**config.mk**
```make
export PLATFORM = sky130hd
export DESIGN_NAME = scan_selector_flat
export DESIGN_NICKNAME = d
export VERILOG_FILES = /design/src/rtl/scan_selector_if.sv /design/src/rtl/scan_selector.sv /design/src/flat_wrapper.sv
export SDC_FILE = /design/constraint.sdc
export NUM_CORES = 1
export LEC_CHECK = 0
export BUFFER_PORTS_ARGS = -buffer_cell sky130_fd_sc_hd__buf_2
export CAP_MARGIN = 20
export CORE_MARGIN = 1.5
export CORE_UTILIZATION = 48
export CTS_BUF_LIST = sky130_fd_sc_hd__clkbuf_4
export CTS_CLUSTER_SIZE = 30
export DETAILED_ROUTE_END_ITERATION = 8
export PLACE_DENSITY = 0.79
export REMOVE_ABC_BUFFERS = 1
export SLEW_MARGIN = 20
export SYNTH_ARGS = -nofsm -noshare
export SYNTH_HDL_FRONTEND = slang
export SYNTH_SLANG_ARGS = --single-unit
export TNS_END_PERCENT = 20
```
**constraint.sdc**
```tcl
create_clock -name iClk -period 3.1 [get_ports iClk]
set_input_delay 0.62 -clock iClk [delete_from_list [all_inputs] [get_ports iClk]]
set_output_delay 0.62 -clock iClk [all_outputs]
set_load 0.005 [all_outputs]
```
**src/rtl/scan_selector_if.sv**
```systemverilog
// Bus bundle for scan_selector: channel inputs, scan controls and the output sample handshake.
// The DUT connects through the slave modport; whatever drives the inputs uses master.
interface scan_selector_if #(
  parameter int WIDTH    = 8,
  parameter int CHANNELS = 8,
  parameter int SEL_W    = 3
);
  logic [CHANNELS*WIDTH-1:0] iData;
  logic                      iMode;
  logic [SEL_W-1:0]          iSel;
  logic [CHANNELS-1:0]       iMask;
  logic                      iReady;
  logic [WIDTH-1:0]          oData;
  logic [SEL_W-1:0]          oChan;
  logic                      oValid;
  logic                      oErr;

  modport master (
    output iData, iMode, iSel, iMask, iReady,
    input  oData, oChan, oValid, oErr
  );

  modport slave (
    input  iData, iMode, iSel, iMask, iReady,
    output oData, oChan, oValid, oErr
  );
endinterface

```
**src/rtl/scan_selector.sv**
```systemverilog
// Channel selector with manual select or dwell-timed auto scan over a channel mask,
// presenting one registered sample at a time behind a valid/ready handshake.
module scan_selector #(
  parameter int WIDTH    = 8,
  parameter int CHANNELS = 8,
  parameter int SEL_W    = 3,
  parameter int DWELL    = 4
) (
  input  logic          iClk,
  input  logic          iRst,
  scan_selector_if.slave bus
);
  localparam logic [7:0] CNT_TC = 8'(DWELL - 1);

  logic [WIDTH-1:0] data_q, data_d;
  logic [SEL_W-1:0] chan_q, chan_d;
  logic             valid_q, valid_d;
  logic             err_q, err_d;
  logic [SEL_W-1:0] ptr_q, ptr_d;
  logic [7:0]       cnt_q, cnt_d;
  logic             mode_q;
  logic             load;

  logic [WIDTH-1:0] chans [CHANNELS];

  for (genvar k = 0; k < CHANNELS; k++) begin : g_split
    assign chans[k] = bus.iData[k*WIDTH +: WIDTH];
  end

  // Circular search starting just after p; p itself is the last candidate.
  function automatic logic [SEL_W-1:0] next_enabled(input logic [SEL_W-1:0] p,
                                                    input logic [CHANNELS-1:0] m);
    logic [SEL_W-1:0] r;
    logic [SEL_W-1:0] idx_s;
    logic             found;
    int               idx;
    r     = p;
    found = 1'b0;
    for (int i = 1; i <= CHANNELS; i++) begin
      idx   = (int'(p) + i) % CHANNELS;
      idx_s = SEL_W'(idx);
      if (!found && m[idx_s]) begin
        r     = idx_s;
        found = 1'b1;
      end
    end
    return r;
  endfunction

  always_comb begin
    data_d  = data_q;
    chan_d  = chan_q;
    valid_d = valid_q;
    err_d   = 1'b0;
    ptr_d   = ptr_q;
    cnt_d   = cnt_q;
    load    = !valid_q || bus.iReady;

    if (!bus.iMode) begin
      if (load) begin
        if (int'(bus.iSel) < CHANNELS) begin
          data_d  = chans[bus.iSel];
          chan_d  = bus.iSel;
          valid_d = 1'b1;
        end else begin
          valid_d = 1'b0;
          err_d   = 1'b1;
        end
      end
    end else if (!mode_q) begin
      // First auto cycle after manual restarts the dwell; no issue this cycle.
      cnt_d = 8'd0;
      if (load) valid_d = 1'b0;
    end else if (load && (cnt_q == CNT_TC)) begin
      ptr_d = next_enabled(ptr_q, bus.iMask);
      if (bus.iMask[ptr_q]) begin
        data_d  = chans[ptr_q];
        chan_d  = ptr_q;
        valid_d = 1'b1;
        cnt_d   = 8'd0;
      end else begin
        valid_d = 1'b0;
      end
    end else begin
      if (load) valid_d = 1'b0;
      if (cnt_q != CNT_TC) cnt_d = cnt_q + 8'd1;
    end
  end

  // mode_q resets to auto so a scan running out of reset starts its dwell immediately.
  always_ff @(posedge iClk or posedge iRst) begin
    if (iRst) begin
      data_q  <= '0;
      chan_q  <= '0;
      valid_q <= 1'b0;
      err_q   <= 1'b0;
      ptr_q   <= '0;
      cnt_q   <= 8'd0;
      mode_q  <= 1'b1;
    end else begin
      data_q  <= data_d;
      chan_q  <= chan_d;
      valid_q <= valid_d;
      err_q   <= err_d;
      ptr_q   <= ptr_d;
      cnt_q   <= cnt_d;
      mode_q  <= bus.iMode;
    end
  end

  assign bus.oData  = data_q;
  assign bus.oChan  = chan_q;
  assign bus.oValid = valid_q;
  assign bus.oErr   = err_q;
endmodule

```
**src/flat_wrapper.sv**
```systemverilog
// flat-port wrapper written by rule: the top's interface ports become plain ports
module scan_selector_flat 
#(
  parameter int WIDTH    = 8,
  parameter int CHANNELS = 8,
  parameter int SEL_W    = 3,
  parameter int DWELL    = 4
)
  (iClk, iRst, bus_iData, bus_iMode, bus_iSel, bus_iMask, bus_iReady, bus_oData, bus_oChan, bus_oValid, bus_oErr);
  scan_selector_if #(.WIDTH(WIDTH), .CHANNELS(CHANNELS), .SEL_W(SEL_W)) bus_i ();
  input  logic iClk;
  input  logic iRst;
  input wire logic [$bits(bus_i.iData)-1:0] bus_iData;
  input wire logic [$bits(bus_i.iMode)-1:0] bus_iMode;
  input wire logic [$bits(bus_i.iSel)-1:0] bus_iSel;
  input wire logic [$bits(bus_i.iMask)-1:0] bus_iMask;
  input wire logic [$bits(bus_i.iReady)-1:0] bus_iReady;
  output wire logic [$bits(bus_i.oData)-1:0] bus_oData;
  output wire logic [$bits(bus_i.oChan)-1:0] bus_oChan;
  output wire logic [$bits(bus_i.oValid)-1:0] bus_oValid;
  output wire logic [$bits(bus_i.oErr)-1:0] bus_oErr;
  assign bus_i.iData = bus_iData;
  assign bus_i.iMode = bus_iMode;
  assign bus_i.iSel = bus_iSel;
  assign bus_i.iMask = bus_iMask;
  assign bus_i.iReady = bus_iReady;
  assign bus_oData = bus_i.oData;
  assign bus_oChan = bus_i.oChan;
  assign bus_oValid = bus_i.oValid;
  assign bus_oErr = bus_i.oErr;
  scan_selector #(.WIDTH(WIDTH), .CHANNELS(CHANNELS), .SEL_W(SEL_W), .DWELL(DWELL)) u_core (.iClk(iClk), .iRst(iRst), .bus(bus_i));
endmodule
```
* Word-level counts from Yosys, hierarchy flattened *
Cells that the tools add are included.

operators by class
  bitwise gates (word level) = 2
  mux-type cells = 80
  reduce and logical (&&, ||, !) cells = 22
  eq/ne operators = 7
  $lt $le $gt $ge = 11
  add/sub/neg operators = 9

operators with widths
  operator                                                                       number
  8-bit two-way mux                                                              13
  8-bit binary-select mux with 3-bit select                                      2
  1-bit two-way mux                                                              43
  3-bit two-way mux                                                              13
  3-bit by 4-bit less-than comparator with 1-bit output (second input constant)  9
  1-bit binary-select mux with 3-bit select                                      9
  3-bit adder (second input constant)                                            4
  8-bit by 1-bit adder with 8-bit output (second input constant)                 1
  8-bit by 2-bit == test with 1-bit output (second input constant)               1
  4-bit >= comparator (second input constant)                                    2
  1-bit logical AND                                                              8
  1-bit logical NOT                                                              8
  8-bit by 2-bit inequality test with 1-bit output (second input constant)       1
  3-bit NOT with 4-bit output                                                    2
  4-bit AND reduction                                                            2
  8-bit nonzero test                                                             1
  3-bit by 1-bit adder with 3-bit output (second input constant)                 2
  3-bit by 2-bit adder with 3-bit output (second input constant)                 2
  2-bit by 1-bit inequality test with 1-bit output (second input constant)       3
  3-bit inequality test (second input constant)                                  2
  3-bit AND reduction                                                            1
  2-bit nonzero test                                                             1
  1-bit logical OR                                                               1

storage, ports and cells
  register bits after elaboration = 24
  input port bits = 79

* Longest topological paths before layout *
Gate-level depths: netlist of the first run.

  word-level depth = 47
  gate-level depth with buffers = 12
  mapped depth without buffers = 8

* Worst setup path before layout of the first run *
No wires, ideal clock.

  kind = reg-to-reg
  start = register u_core.ptr_q[0]
  end = register u_core.ptr_q[1]
  setup slack = -322 ps
  library setup time = 124 ps
  data arrival time = 3298 ps
  buffers on the path = 4
  cell stages (with the launch flop) = 13
  required time = 2976 ps
  path through = dfrtp_1 -> buf_6 -> buf_2 -> buf_2 -> inv_1 -> ha_1 -> buf_2 -> mux2_1 -> mux4_2 -> nor4b_1 -> a311o_2 -> mux2i_1 -> o21ai_1

on the way
  word-level cells in the longest chain between the ends = 47
  elaborated cells between the ends (all ways) = 76
  those cells by class = add/sub: 8; mux: 52; reduce/logical: 16

RTL lines
  item                                       RTL line              text
  from (decl)                                scan_selector.sv:19   logic [SEL_W-1:0] ptr_q, ptr_d;
  from (signal assigned)                     scan_selector.sv:105  ptr_q <= ptr_d;
  3-bit by 1-bit adder with 3-bit output     scan_selector.sv:40   idx = (int'(p) + i) % CHANNELS;
  1-bit binary-select mux with 3-bit select  scan_selector.sv:42   if (!found && m[idx_s]) begin
  1-bit two-way mux (implied by the code)    scan_selector.sv:42
  1-bit two-way mux                          scan_selector.sv:42
  1-bit two-way mux                          scan_selector.sv:74   end else if (load && (cnt_q == CNT_TC)) begin
  1-bit two-way mux                          scan_selector.sv:70   end else if (!mode_q) begin
  1-bit two-way mux                          scan_selector.sv:59   if (!bus.iMode) begin
  1-bit logical NOT                          scan_selector.sv:42
  (+31 left out)                             n/a
  1-bit two-way mux                          scan_selector.sv:42
  1-bit two-way mux                          scan_selector.sv:74
  1-bit two-way mux                          scan_selector.sv:70
  1-bit two-way mux                          scan_selector.sv:59
  1-bit logical NOT                          scan_selector.sv:42
  1-bit logical AND                          scan_selector.sv:42
  8-bit nonzero test (no line)               n/a
  4-bit AND reduction (no line)              n/a

Several ways; a longest one is shown, not always the timed one. The select of a mux whose other input is x is not followed.
A chain may end at the register's enable or synchronous reset.

* Worst setup path after layout of the first run *
Ends and elaborated chain as after synthesis.

==> summary.txt, run 1 <==
STATUS
--------------------------------------------------------------------------------------
Run status                                                                   completed

TIMING
--------------------------------------------------------------------------------------
Count of pins over their slew limit                                                  0
Final setup violation count                                                          0
Final Hold Fails                                                                     0
Share of the cycle needed by the critical path after routing                     92.0%
Headroom to the max-slew limit                                                   40.2%
Slew of the pin with the lowest slew margin                                   0.897 ns
Largest clock skew in the final design                                      0.00565 ns
Unrepaired setup endpoints after global routing                                  false
Min Clock Period, post-route                                                   2.85 ns
Max Fclk                                                                       351 MHz

PLACED DESIGN
--------------------------------------------------------------------------------------
Weighted congestion reported at the end of routability-driven placement          0.939
Placed cells                                                                       425
Count of buffers from port buffering                                                90
Detailed placement HPWL                                                        5.50 mm
Placed Instance Area                                                        3310 sq um

SYNTH
--------------------------------------------------------------------------------------
Post-Syn Area per Cell                                                      10.2 sq um
Syn Inst Count                                                                     276
Biggest area consumer among synthesized cells                                   mux4_2
Cell area after technology mapping                                          2810 sq um
Post-synthesis async set-or-reset flop share                                      100%
Share of synthesized area occupied by flip-flops and latches                     21.4%
Count of flip-flops with a built-in enable after synthesis                           0
Most common cell in the synthesized netlist                                    nand2_1
Prevailing post-synth register cell                                            dfrtp_1
Synthesis Warnings                                                                   0
Flop and latch count out of synthesis                                               24
Ranking of synthesized cells by instance count                            nand2_1, mux4_2, dfrtp_1, o21ai_0, mux2i_1
Top cell type's share of synthesized area                                        32.8%
Count of cell types in the netlist                                                  46
Synth top area cells                                                      mux4_2, dfrtp_1, mux2i_1, nand2_1, o21ai_0

DETAILED ROUTING
--------------------------------------------------------------------------------------
Number of DRC markers after the initial detailed-route iteration                   114
Total length of routed wires                                                   7.01 mm
Drt pass-1 iters                                                                     4
Number of vias after detailed routing                                             2592
Number of nets with antenna violations after routing                                 0
Mean number of vias per cell                                                      6.04
Remaining routing DRC violations                                                     0
Average wire per cell in the routed design                                     16.3 um

CLOCKING
--------------------------------------------------------------------------------------
Number of buffers created by CTS                                                     3
Post-CTS resize count                                                                0
CTS Hold Buffers Added                                                               0
Total number of clock tree sinks                                                    24
CTS tree                                                                          done
Bufs on Longest Clock Path                                                           2
Root cell of the clock tree                                                   clkbuf_4
Buffer count from post-CTS setup fixing                                              0
Depth of the CTS H-tree                                                              1
Insertion delay to the later sink of the worst-skew pair                       0.32 ns
Clock transition at the registers of the reported paths                        0.14 ns

SETUP PATH
--------------------------------------------------------------------------------------
Critical path endpoint category                                              flip-flop
Buffering stage count on the worst path with inverters included                      2
Kind of cell adding the most delay to the critical path                   multiplexers
Setup Crit Path Kind                                                      flip-flop to flip-flop
Largest incremental delay on the critical path                                 0.51 ns
CP Launch Type                                                               flip-flop
CP Cell Sequence                                                          inv_1 -> ha_1 -> buf_4 -> mux2_1 -> mux4_2 -> nor4b_1 -> a311o_2 -> mux2i_1 -> o21ai_1
Arrival time reported for the critical path endpoint                           3.08 ns
Maximum fanout encountered on the critical timing path                               6
Worst Path Required                                                            3.33 ns
Slowest stage cell on the critical path                                         mux4_2

GRT
--------------------------------------------------------------------------------------
Initial antenna violation count                                                      0
GRT Total Usage                                                                  23.0%
Maximum number of pins on one net before global-route repair                        30
Overflow left after global routing                                                   0
Wire length of the first global-routing pass                                   11.4 mm
Vias in the first global route                                                    2486

POWER AND IR DROP
--------------------------------------------------------------------------------------
Pleak                                                                          1.50 nW
Worst-case vdd ir drop                                                          348 uV
PD cells                                                                   723 nW/um^2
Final total power                                                              2.43 mW

LAYOUT
--------------------------------------------------------------------------------------
Non-Filler Cell Area, Final                                                 3360 sq um
End-of-flow core utilization                                                     60.4%
Final net count                                                                    440
Post-Layout Cell Count                                                             429
Diodes inserted                                                                      0
Layout overhead on the synthesized area                                          19.7%
Share of cells above drive strength 1                                            42.9%

DIE
--------------------------------------------------------------------------------------
IO Pins                                                                             92
Effective utilization at floorplan                                               50.4%
Core ar.                                                                    5570 sq um
Die X                                                                          79.5 um
Die H                                                                          79.5 um
Total Die Area                                                              6330 sq um
Placement Rows                                                                      27

RUN
--------------------------------------------------------------------------------------
Max_cap viols                                                                        0

MIN PATH
--------------------------------------------------------------------------------------
Class of the tightest hold or removal check                               input pin to asynchronous set/reset pin

==> cells in the final DEF (no fill, tap or decap), types with 2 or more instances in the layout <==
master    instances
a21oi_1          11
and3_1            5
buf_2            90
buf_4             8
clkbuf_4          3
dfrtp_1          22
ha_1              3
inv_1             5
mux2_1            4
mux2_2            4
mux2i_1          19
mux4_2           41
nand2_1          44
nand2b_1          6
nand3_1           7
nor2_1           14
nor2b_1           3
nor3_1            2
nor4b_1           3
o21ai_0          23
o21ai_1           9
o31ai_1           3
or2_1             4
xnor2_1           2
==> worst register-to-register path, cell delays in order (launching register included) <==
cell,delay [ns]
dfrtp_2,0.38
inv_1,0.08
ha_1,0.41
buf_4,0.20
mux2_1,0.33
mux4_2,0.51
nor4b_1,0.41
a311o_2,0.20
mux2i_1,0.17
o21ai_1,0.07
==> worst paths after layout <==
| kind | endpoint | slack [ns] | from | cells after the start |
|---|---|---|---|---|
| setup / recovery | u_core.ptr_q[1]$_DFFE_PP0P_ | 0.25 | u_core.ptr_q[0]$_DFFE_PP0P_ | 9 |
| hold / removal | u_core.bus.oData[0]$_DFFE_PP0P_ | 0.47 | iRst | 2 |
| setup reg to reg | u_core.ptr_q[1]$_DFFE_PP0P_ | 0.25 | u_core.ptr_q[0]$_DFFE_PP0P_ | 9 |
| hold reg to reg | u_core.cnt_q[7]$_DFFE_PP0P_ | 0.49 | u_core.cnt_q[7]$_DFFE_PP0P_ | 1 |
| max in group asynchronous | u_core.ptr_q[0]$_DFFE_PP0P_ | 2.04 | iRst | 2 |
| min in group iClk | u_core.cnt_q[7]$_DFFE_PP0P_ | 0.49 | u_core.cnt_q[7]$_DFFE_PP0P_ | 1 |
==> cells by family (layout without fill, tap and decap cells) <==
logic type	count (synthesis)	count (layout)	synth area share (%)
simple gates	93	93	16.0
compound gates	56	56	11.3
flops	24	24	21.4
other cells	1	1	0.133
xor+xnor	3	3	1.20
buf+inv	26	107	4.27
mux	70	70	44.3
fa+ha+maj	3	3	1.34
==> power by group <==
part           total, mW  internal [mW]  switching, mW
Combinational       1.75          0.865          0.882
Sequential         0.455          0.385         0.0706
Clock              0.229          0.131         0.0984
Total               2.43           1.38           1.05
==> layout make-up <==
| type | count | area [sq um] |
|---|---|---|
| fillers | 471 | 2210 |
| inverters | 5 | 18.8 |
| clock buffers | 3 | 22.5 |
| flip-flops and latches | 24 | 603 |
| well taps | 72 | 90.1 |
| repair buffers | 98 | 510 |
| clock inverters | 1 | 30.0 |
| multi-input cells | 226 | 2090 |
==> per-layer routing <==
metal	wire length, um	vias to the layer above	GRT usage (%)
met5	0	-	0
li1	-	1221	-
met3	561	10	3.66
met2	3550	120	39.6
met4	93	0	5.44
met1	2800	1241	30.3
==> metrics by stage <==
| step | hold WS, ns | TNS (ns) | setup WS, ns |
|---|---|---|---|
| CTS | 0.489 | 0 | 0.283 |
| global route | 0.526 | 0 | 0.0964 |
| finish | 0.467 | 0 | 0.248 |
| global placement | 0.458 | 0 | 0.376 |
| detailed placement | 0.465 | 0 | 0.301 |
| floorplan | 0.450 | -1.87 | -0.722 |
==> sequential cells by signal, summed over array words and instances, names as in the netlist <==
signal / flops
u_core.mode_q: 1
u_core.cnt_q: 8
u_core.bus.oChan: 3
u_core.bus.oValid: 1
u_core.bus.oData: 8
u_core.ptr_q: 3
No activity file was read; power rests on OpenSTA's default activity.
==> run 2: changes to the inputs <==
--- a/config.mk
+++ b/config.mk
@@ -13,6 +13,7 @@
 export CTS_CLUSTER_SIZE = 30
 export DETAILED_ROUTE_END_ITERATION = 8
 export PLACE_DENSITY = 0.79
+export RECOVER_POWER = 25
 export REMOVE_ABC_BUFFERS = 1
 export SLEW_MARGIN = 20
 export SYNTH_ARGS = -nofsm -noshare
==> run 2 against run 1 <==
Clock power barely moved. Cell count did not move. Sequential share of layout area barely moved. Worst setup slack did not move. Sequential power barely moved. Hold slack did not move. Highest routed layer unchanged. Count of clock-buffer cells in the layout did not move.
==> summary.txt, run 2 (same netlist as run 1, synthesis figures left out) <==
TIMING
--------------------------------------------------------------------------------------
Headroom to the max-slew limit                                                   31.8%   was 40.2%
Min Clock Period, post-route                                                   2.85 ns   unchanged
Unrepaired setup endpoints after global routing                                  false   unchanged
Final Hold Fails                                                                     0   unchanged
Slew of the pin with the lowest slew margin                                    1.02 ns   was 0.897 ns
Largest clock skew in the final design                                      0.00565 ns   about the same
Max Fclk                                                                       351 MHz   unchanged
Share of the cycle needed by the critical path after routing                     92.0%   unchanged
Final setup violation count                                                          0   unchanged
Final setup margin                                                            0.248 ns   unchanged
Count of pins over their slew limit                                                  0   unchanged

MIN PATH
--------------------------------------------------------------------------------------
Class of the tightest hold or removal check                               input pin to asynchronous set/reset pin   unchanged

POWER AND IR DROP
--------------------------------------------------------------------------------------
P_int                                                                          1.38 mW   about the same
Worst-case vdd ir drop                                                          348 uV   about the same
Combinational group share of total power                                         71.9%   about the same
PD cells                                                                   723 nW/um^2   about the same
Sw frac                                                                          43.2%   about the same
NetSw                                                                          1.05 mW   about the same
Pleak                                                                          1.50 nW   about the same
Share of total power in the clock network                                         9.4%   about the same
Final total power                                                              2.43 mW   about the same
Sequential power share                                                           18.7%   about the same

SETUP PATH
--------------------------------------------------------------------------------------
Worst reg-to-reg path cell count                                                     9   unchanged
CP Launch Type                                                               flip-flop   unchanged
Slowest stage cell on the critical path                                         mux4_2   unchanged
Arrival time reported for the critical path endpoint                           3.08 ns   about the same
CP Cell Sequence                                                          inv_1 -> ha_1 -> buf_4 -> mux2_1 -> mux4_2 -> nor4b_1 -> a311o_2 -> mux2i_1 -> o21ai_1   unchanged
Buffering stage count on the worst path with inverters included                      2   unchanged
Setup Crit Path Kind                                                      flip-flop to flip-flop   unchanged
Critical path endpoint category                                              flip-flop   unchanged
Maximum fanout encountered on the critical timing path                               6   unchanged
Kind of cell adding the most delay to the critical path                   multiplexers   unchanged
Largest incremental delay on the critical path                                 0.51 ns   about the same
Worst Path Required                                                            3.33 ns   about the same
Depth of the critical timing path with buffers and inverters included                9   unchanged

DETAILED ROUTING
--------------------------------------------------------------------------------------
Number of vias after detailed routing                                             2592   unchanged
Total length of routed wires                                                   7.01 mm   unchanged
Number of DRC markers after the initial detailed-route iteration                   114   unchanged
Number of nets with antenna violations after routing                                 0   unchanged
Drt pass-1 iters                                                                     4   unchanged
Remaining routing DRC violations                                                     0   unchanged
Mean number of vias per cell                                                      6.04   unchanged
Average wire per cell in the routed design                                     16.3 um   unchanged

GRT
--------------------------------------------------------------------------------------
Initial antenna violation count                                                      0   unchanged
Wire length of the first global-routing pass                                   11.4 mm   unchanged
Overflow left after global routing                                                   0   unchanged
GRT Total Usage                                                                  23.0%   unchanged
Vias in the first global route                                                    2486   unchanged
Maximum number of pins on one net before global-route repair                        30   unchanged

DIE
--------------------------------------------------------------------------------------
Effective utilization at floorplan                                               50.4%   unchanged
Placement Rows                                                                      27   unchanged
IO Pins                                                                             92   unchanged
Die H                                                                          79.5 um   unchanged
Total Die Area                                                              6330 sq um   unchanged
Die X                                                                          79.5 um   unchanged
Core ar.                                                                    5570 sq um   unchanged

CLOCKING
--------------------------------------------------------------------------------------
Bufs on Longest Clock Path                                                           2   unchanged
Clock transition at the registers of the reported paths                        0.14 ns   about the same
CTS Hold Buffers Added                                                               0   unchanged
CTS tree                                                                          done   unchanged
Number of buffers created by CTS                                                     3   unchanged
Post-CTS resize count                                                                0   unchanged
Buffer count from post-CTS setup fixing                                              0   unchanged
Depth of the CTS H-tree                                                              1   unchanged
Total number of clock tree sinks                                                    24   unchanged
Insertion delay to the later sink of the worst-skew pair                       0.32 ns   about the same
Root cell of the clock tree                                                   clkbuf_4   unchanged

LAYOUT
--------------------------------------------------------------------------------------
Share of cells above drive strength 1                                            42.6%   was 42.9%
Non-Filler Cell Area, Final                                                 3360 sq um   about the same
Most common cell after layout, fill and taps aside                               buf_2   unchanged
Diodes inserted                                                                      0   unchanged
Layout overhead on the synthesized area                                          19.6%   was 19.7%
Final net count                                                                    440   unchanged
Most used cells in the layout excluding fill and tap cells                buf_2, nand2_1, mux4_2   unchanged
End-of-flow core utilization                                                     60.3%   was 60.4%

PLACED DESIGN
--------------------------------------------------------------------------------------
Detailed placement HPWL                                                        5.50 mm   unchanged
Weighted congestion reported at the end of routability-driven placement          0.939   unchanged
Placed Instance Area                                                        3310 sq um   unchanged
Count of buffers from port buffering                                                90   unchanged
Worst setup timing slack at the placement stage                               0.301 ns   unchanged

RUN
--------------------------------------------------------------------------------------
Max_cap viols                                                                        0   unchanged

STATUS
--------------------------------------------------------------------------------------
Run status                                                                   completed   unchanged

==> run 2: changes by cell type in the layout (fill, tap and decap cells not counted) <==
cell / before / now
clkbuf_1: 0 / 1
buf_2: 90 / 89
==> run 2: path summary, 6_finish.rpt <==
kind | from | endpoint | slack (ns)
worst max-delay path | u_core.ptr_q[0]$_DFFE_PP0P_ | u_core.ptr_q[1]$_DFFE_PP0P_ | 0.25
max in group asynchronous | iRst | u_core.ptr_q[0]$_DFFE_PP0P_ | 2.04
min in group iClk | u_core.cnt_q[7]$_DFFE_PP0P_ | u_core.cnt_q[7]$_DFFE_PP0P_ | 0.49
worst min register to register | u_core.cnt_q[7]$_DFFE_PP0P_ | u_core.cnt_q[7]$_DFFE_PP0P_ | 0.49
worst min-delay path | iRst | u_core.bus.oData[0]$_DFFE_PP0P_ | 0.47
worst max register to register | u_core.ptr_q[0]$_DFFE_PP0P_ | u_core.ptr_q[1]$_DFFE_PP0P_ | 0.25
==> run 2: metrics by stage <==
stage               std cells  hold slack (ns)  setup TNS (ns)
floorplan                 255            0.450           -1.87
global placement          425            0.458               0
detailed placement        425            0.465               0
CTS                       429            0.489               0
global route              429            0.526               0
finish                    429            0.467               0
==> run 2: worst reg2reg max path, stage by stage (launching register included) <==
cell and delay (ns):
dfrtp_2 0.38, inv_1 0.08, ha_1 0.41, buf_4 0.20, mux2_1 0.33, mux4_2 0.51, nor4b_1 0.41, a311o_2 0.20
mux2i_1 0.17, o21ai_1 0.07
==> run 2: layout make-up <==
cell class	count	area (sq um)
Inverter	5	18.8
Fill cell	472	2210
Multi-Input combinational cell	226	2090
Sequential cell	24	603
Timing Repair Buffer	98	509
Clock inverter	1	30.0
Tap cell	72	90.1
Clock buffer	3	22.5
==> run 2: power groups by stage <==
stage | sequential (mW) | clock (mW) | combinational (mW)
2_1_floorplan | 0.571 | 0 | 1.16
3_3_place_gp | 0.459 | 0 | 1.70
3_5_place_dp | 0.461 | 0 | 1.74
4_1_cts | 0.454 | 0.232 | 1.74
5_1_grt | 0.465 | 0.247 | 1.91
6_report | 0.455 | 0.229 | 1.75
==> run 2: per-layer routing <==
metal	track usage, %	routed length [um]	vias up
met1	30.3	2800	1241
met2	39.6	3550	120
met3	3.66	561	10
li1	-	-	1221
met5	0	0	-
met4	5.44	93	0
==> run 3: changes to the inputs <==
==> constraint.sdc (replaced) <==
create_clock -name iClk -period 3.1 [get_ports iClk]
set_input_delay 0.465 -clock iClk [delete_from_list [all_inputs] [get_ports iClk]]
set_output_delay 0.465 -clock iClk [all_outputs]
set_load 0.005 [all_outputs]
==> run 3 against run 2 <==
First-iteration DRC count rose by 17%. Wire length rose by 1.7%. Die area did not move. Maximum frequency fell by 0.80%. Power rose by 0.30%. Largest power group unchanged. Count of clock-buffer cells in the layout did not move. Register-to-register slack got worse by 0.02 ns. Critical endpoint unchanged.
==> summary.txt, run 3 (same netlist as run 1, synthesis figures left out) <==
DIE
--------------------------------------------------------------------------------------
Core ar.                                                                    5570 sq um   unchanged
Die X                                                                          79.5 um   unchanged
IO Pins                                                                             92   unchanged
Effective utilization at floorplan                                               50.4%   unchanged
Placement Rows                                                                      27   unchanged
Total Die Area                                                              6330 sq um   unchanged
Die H                                                                          79.5 um   unchanged

STATUS
--------------------------------------------------------------------------------------
Run status                                                                   completed   unchanged

DETAILED ROUTING
--------------------------------------------------------------------------------------
Number of nets with antenna violations after routing                                 0   unchanged
Number of vias after detailed routing                                             2601   was 2592
Remaining routing DRC violations                                                     0   unchanged
Average wire per cell in the routed design                                     16.6 um   was 16.3 um
Number of DRC markers after the initial detailed-route iteration                   133   was 114
Total length of routed wires                                                   7.13 mm   was 7.01 mm
Drt pass-1 iters                                                                     4   unchanged
Mean number of vias per cell                                                      6.05   was 6.04

CLOCKING
--------------------------------------------------------------------------------------
Bufs on Longest Clock Path                                                           2   unchanged
Clock transition at the registers of the reported paths                        0.14 ns   about the same
Depth of the CTS H-tree                                                              1   unchanged
CTS Hold Buffers Added                                                               0   unchanged
Total number of clock tree sinks                                                    24   unchanged
Buffer count from post-CTS setup fixing                                              0   unchanged
CTS tree                                                                          done   unchanged
Root cell of the clock tree                                                   clkbuf_4   unchanged
Number of buffers created by CTS                                                     3   unchanged
Insertion delay to the later sink of the worst-skew pair                       0.32 ns   about the same
Post-CTS resize count                                                                0   unchanged

TIMING
--------------------------------------------------------------------------------------
Worst Hold Margin                                                             0.298 ns   was 0.467 ns
Max Fclk                                                                       348 MHz   was 351 MHz
Aggregate negative setup slack                                                    0 ns   unchanged
Share of the cycle needed by the critical path after routing                     92.7%   was 92.0%
Final Hold Fails                                                                     0   unchanged
Final setup violation count                                                          0   unchanged
Slew of the pin with the lowest slew margin                                    1.04 ns   was 1.02 ns
Largest clock skew in the final design                                       0.0145 ns   was 0.00565 ns
Count of pins over their slew limit                                                  0   unchanged
Unrepaired setup endpoints after global routing                                  false   unchanged
Min Clock Period, post-route                                                   2.88 ns   was 2.85 ns
Headroom to the max-slew limit                                                   30.5%   was 31.8%

LAYOUT
--------------------------------------------------------------------------------------
Multi-input logic area                                                      2100 sq um   was 2090 sq um
Final net count                                                                    441   was 440
Share of cells above drive strength 1                                            43.0%   was 42.6%
Fill cell total of the finished layout                                             469   was 472
Most used cells in the layout excluding fill and tap cells                buf_2, nand2_1, mux4_2   unchanged
Diodes inserted                                                                      0   unchanged
Sequential cell area in the final layout                                     603 sq um   unchanged
Layout overhead on the synthesized area                                          20.1%   was 19.6%
Post-Layout Cell Count                                                             430   was 429
Most common cell after layout, fill and taps aside                               buf_2   unchanged

PLACED DESIGN
--------------------------------------------------------------------------------------
Weighted congestion reported at the end of routability-driven placement          0.934   was 0.939
Count of buffers from port buffering                                                90   unchanged
Detailed placement HPWL                                                        5.61 mm   was 5.50 mm
Placed cells                                                                       426   was 425

POWER AND IR DROP
--------------------------------------------------------------------------------------
Worst-case vdd ir drop                                                          369 uV   was 348 uV
PD cells                                                                   722 nW/um^2   was 723 nW/um^2
Final total power                                                              2.44 mW   was 2.43 mW
Pleak                                                                          1.50 nW   about the same

GRT
--------------------------------------------------------------------------------------
Initial antenna violation count                                                      0   unchanged
Wire length of the first global-routing pass                                   11.7 mm   was 11.4 mm
Maximum number of pins on one net before global-route repair                        30   unchanged
Vias in the first global route                                                    2499   was 2486
GRT Total Usage                                                                  23.5%   was 23.0%
Overflow left after global routing                                                   0   unchanged

MIN PATH
--------------------------------------------------------------------------------------
Class of the tightest hold or removal check                               input pin to asynchronous set/reset pin   unchanged

SETUP PATH
--------------------------------------------------------------------------------------
Arrival time reported for the critical path endpoint                           3.10 ns   was 3.08 ns
CP Launch Type                                                               flip-flop   unchanged
Worst reg-to-reg path cell count                                                     8   was 9
Start of the worst register-to-register path                              u_core.ptr_q[0]$_DFFE_PP0P_   unchanged
Critical path endpoint category                                              flip-flop   unchanged
Endpoint of the most critical register-to-register path                   u_core.ptr_q[1]$_DFFE_PP0P_   unchanged
Setup Crit Path Kind                                                      flip-flop to flip-flop   unchanged
Maximum fanout encountered on the critical timing path                               8   was 6
Worst Path Required                                                            3.33 ns   about the same
Reg2reg setup slack                                                            0.22 ns   was 0.25 ns

RUN
--------------------------------------------------------------------------------------
Max_cap viols                                                                        0   unchanged

## run 3: changes by cell type in the layout (fill, tap and decap cells not counted), sizes merged
cell / delta
buf: +1
## run 3: how the worst max path moves through the flow
stage | from | end | slack [ns] | cells after the start
2_1_floorplan | u_core.ptr_q[0]$_DFFE_PP0P_ | u_core.ptr_q[1]$_DFFE_PP0P_ | -0.72 | 8
3_3_place_gp | u_core.ptr_q[0]$_DFFE_PP0P_ | u_core.ptr_q[1]$_DFFE_PP0P_ | 0.29 | 9
3_5_place_dp | u_core.ptr_q[0]$_DFFE_PP0P_ | u_core.ptr_q[1]$_DFFE_PP0P_ | 0.23 | 9
4_1_cts | u_core.ptr_q[0]$_DFFE_PP0P_ | u_core.ptr_q[1]$_DFFE_PP0P_ | 0.20 | 9
5_1_grt | u_core.ptr_q[0]$_DFFE_PP0P_ | u_core.ptr_q[1]$_DFFE_PP0P_ | 0.08 | 8
6_report | u_core.ptr_q[0]$_DFFE_PP0P_ | u_core.ptr_q[1]$_DFFE_PP0P_ | 0.22 | 8
## run 3: per-layer routing
layer | GRT usage (%) | share of wire (%) | up-vias
li1 | - | - | 1225
met1 | 29.9 | 41 | 1252
met2 | 43.3 | 52 | 112
met4 | 3.68 | 0.77 | 0
met5 | 0 | 0 | -
met3 | 2.97 | 6.0 | 12
## run 3: worst max-delay path, cell delays in order (launching register included)
cell	delay, ns
dfrtp_2	0.38
inv_1	0.07
ha_1	0.47
mux4_2	0.60
mux2_2	0.34
nor4_4	0.41
a311o_2	0.26
mux2i_1	0.18
o21ai_1	0.08
## run 3: layout make-up
class	count	share of cell area [%]
clock buffer	3	0.667
clock inverter	1	0.889
inverter	5	0.556
multi-input combinational	226	62.1
sequential	24	17.9
tap	72	2.67
timing repair buffer	99	15.3
## run 3: through the flow
| stage | area (sq um) | utilization, % | worst slack, ns |
|---|---|---|---|
| floorplan | 2710 | - | -0.722 |
| global placement | 3320 | 59.6 | 0.292 |
| detailed placement | 3320 | 59.6 | 0.230 |
| CTS | 3370 | 60.5 | 0.199 |
| global route | 3380 | 60.6 | 0.0826 |
| finish | 3380 | 60.6 | 0.225 |
## run 3: report_power, final
group	leakage, nW	switching [mW]	internal [mW]
Combinational	1.17	0.883	0.871
Clock	0.0279	0.0986	0.131
Sequential	0.303	0.0711	0.385
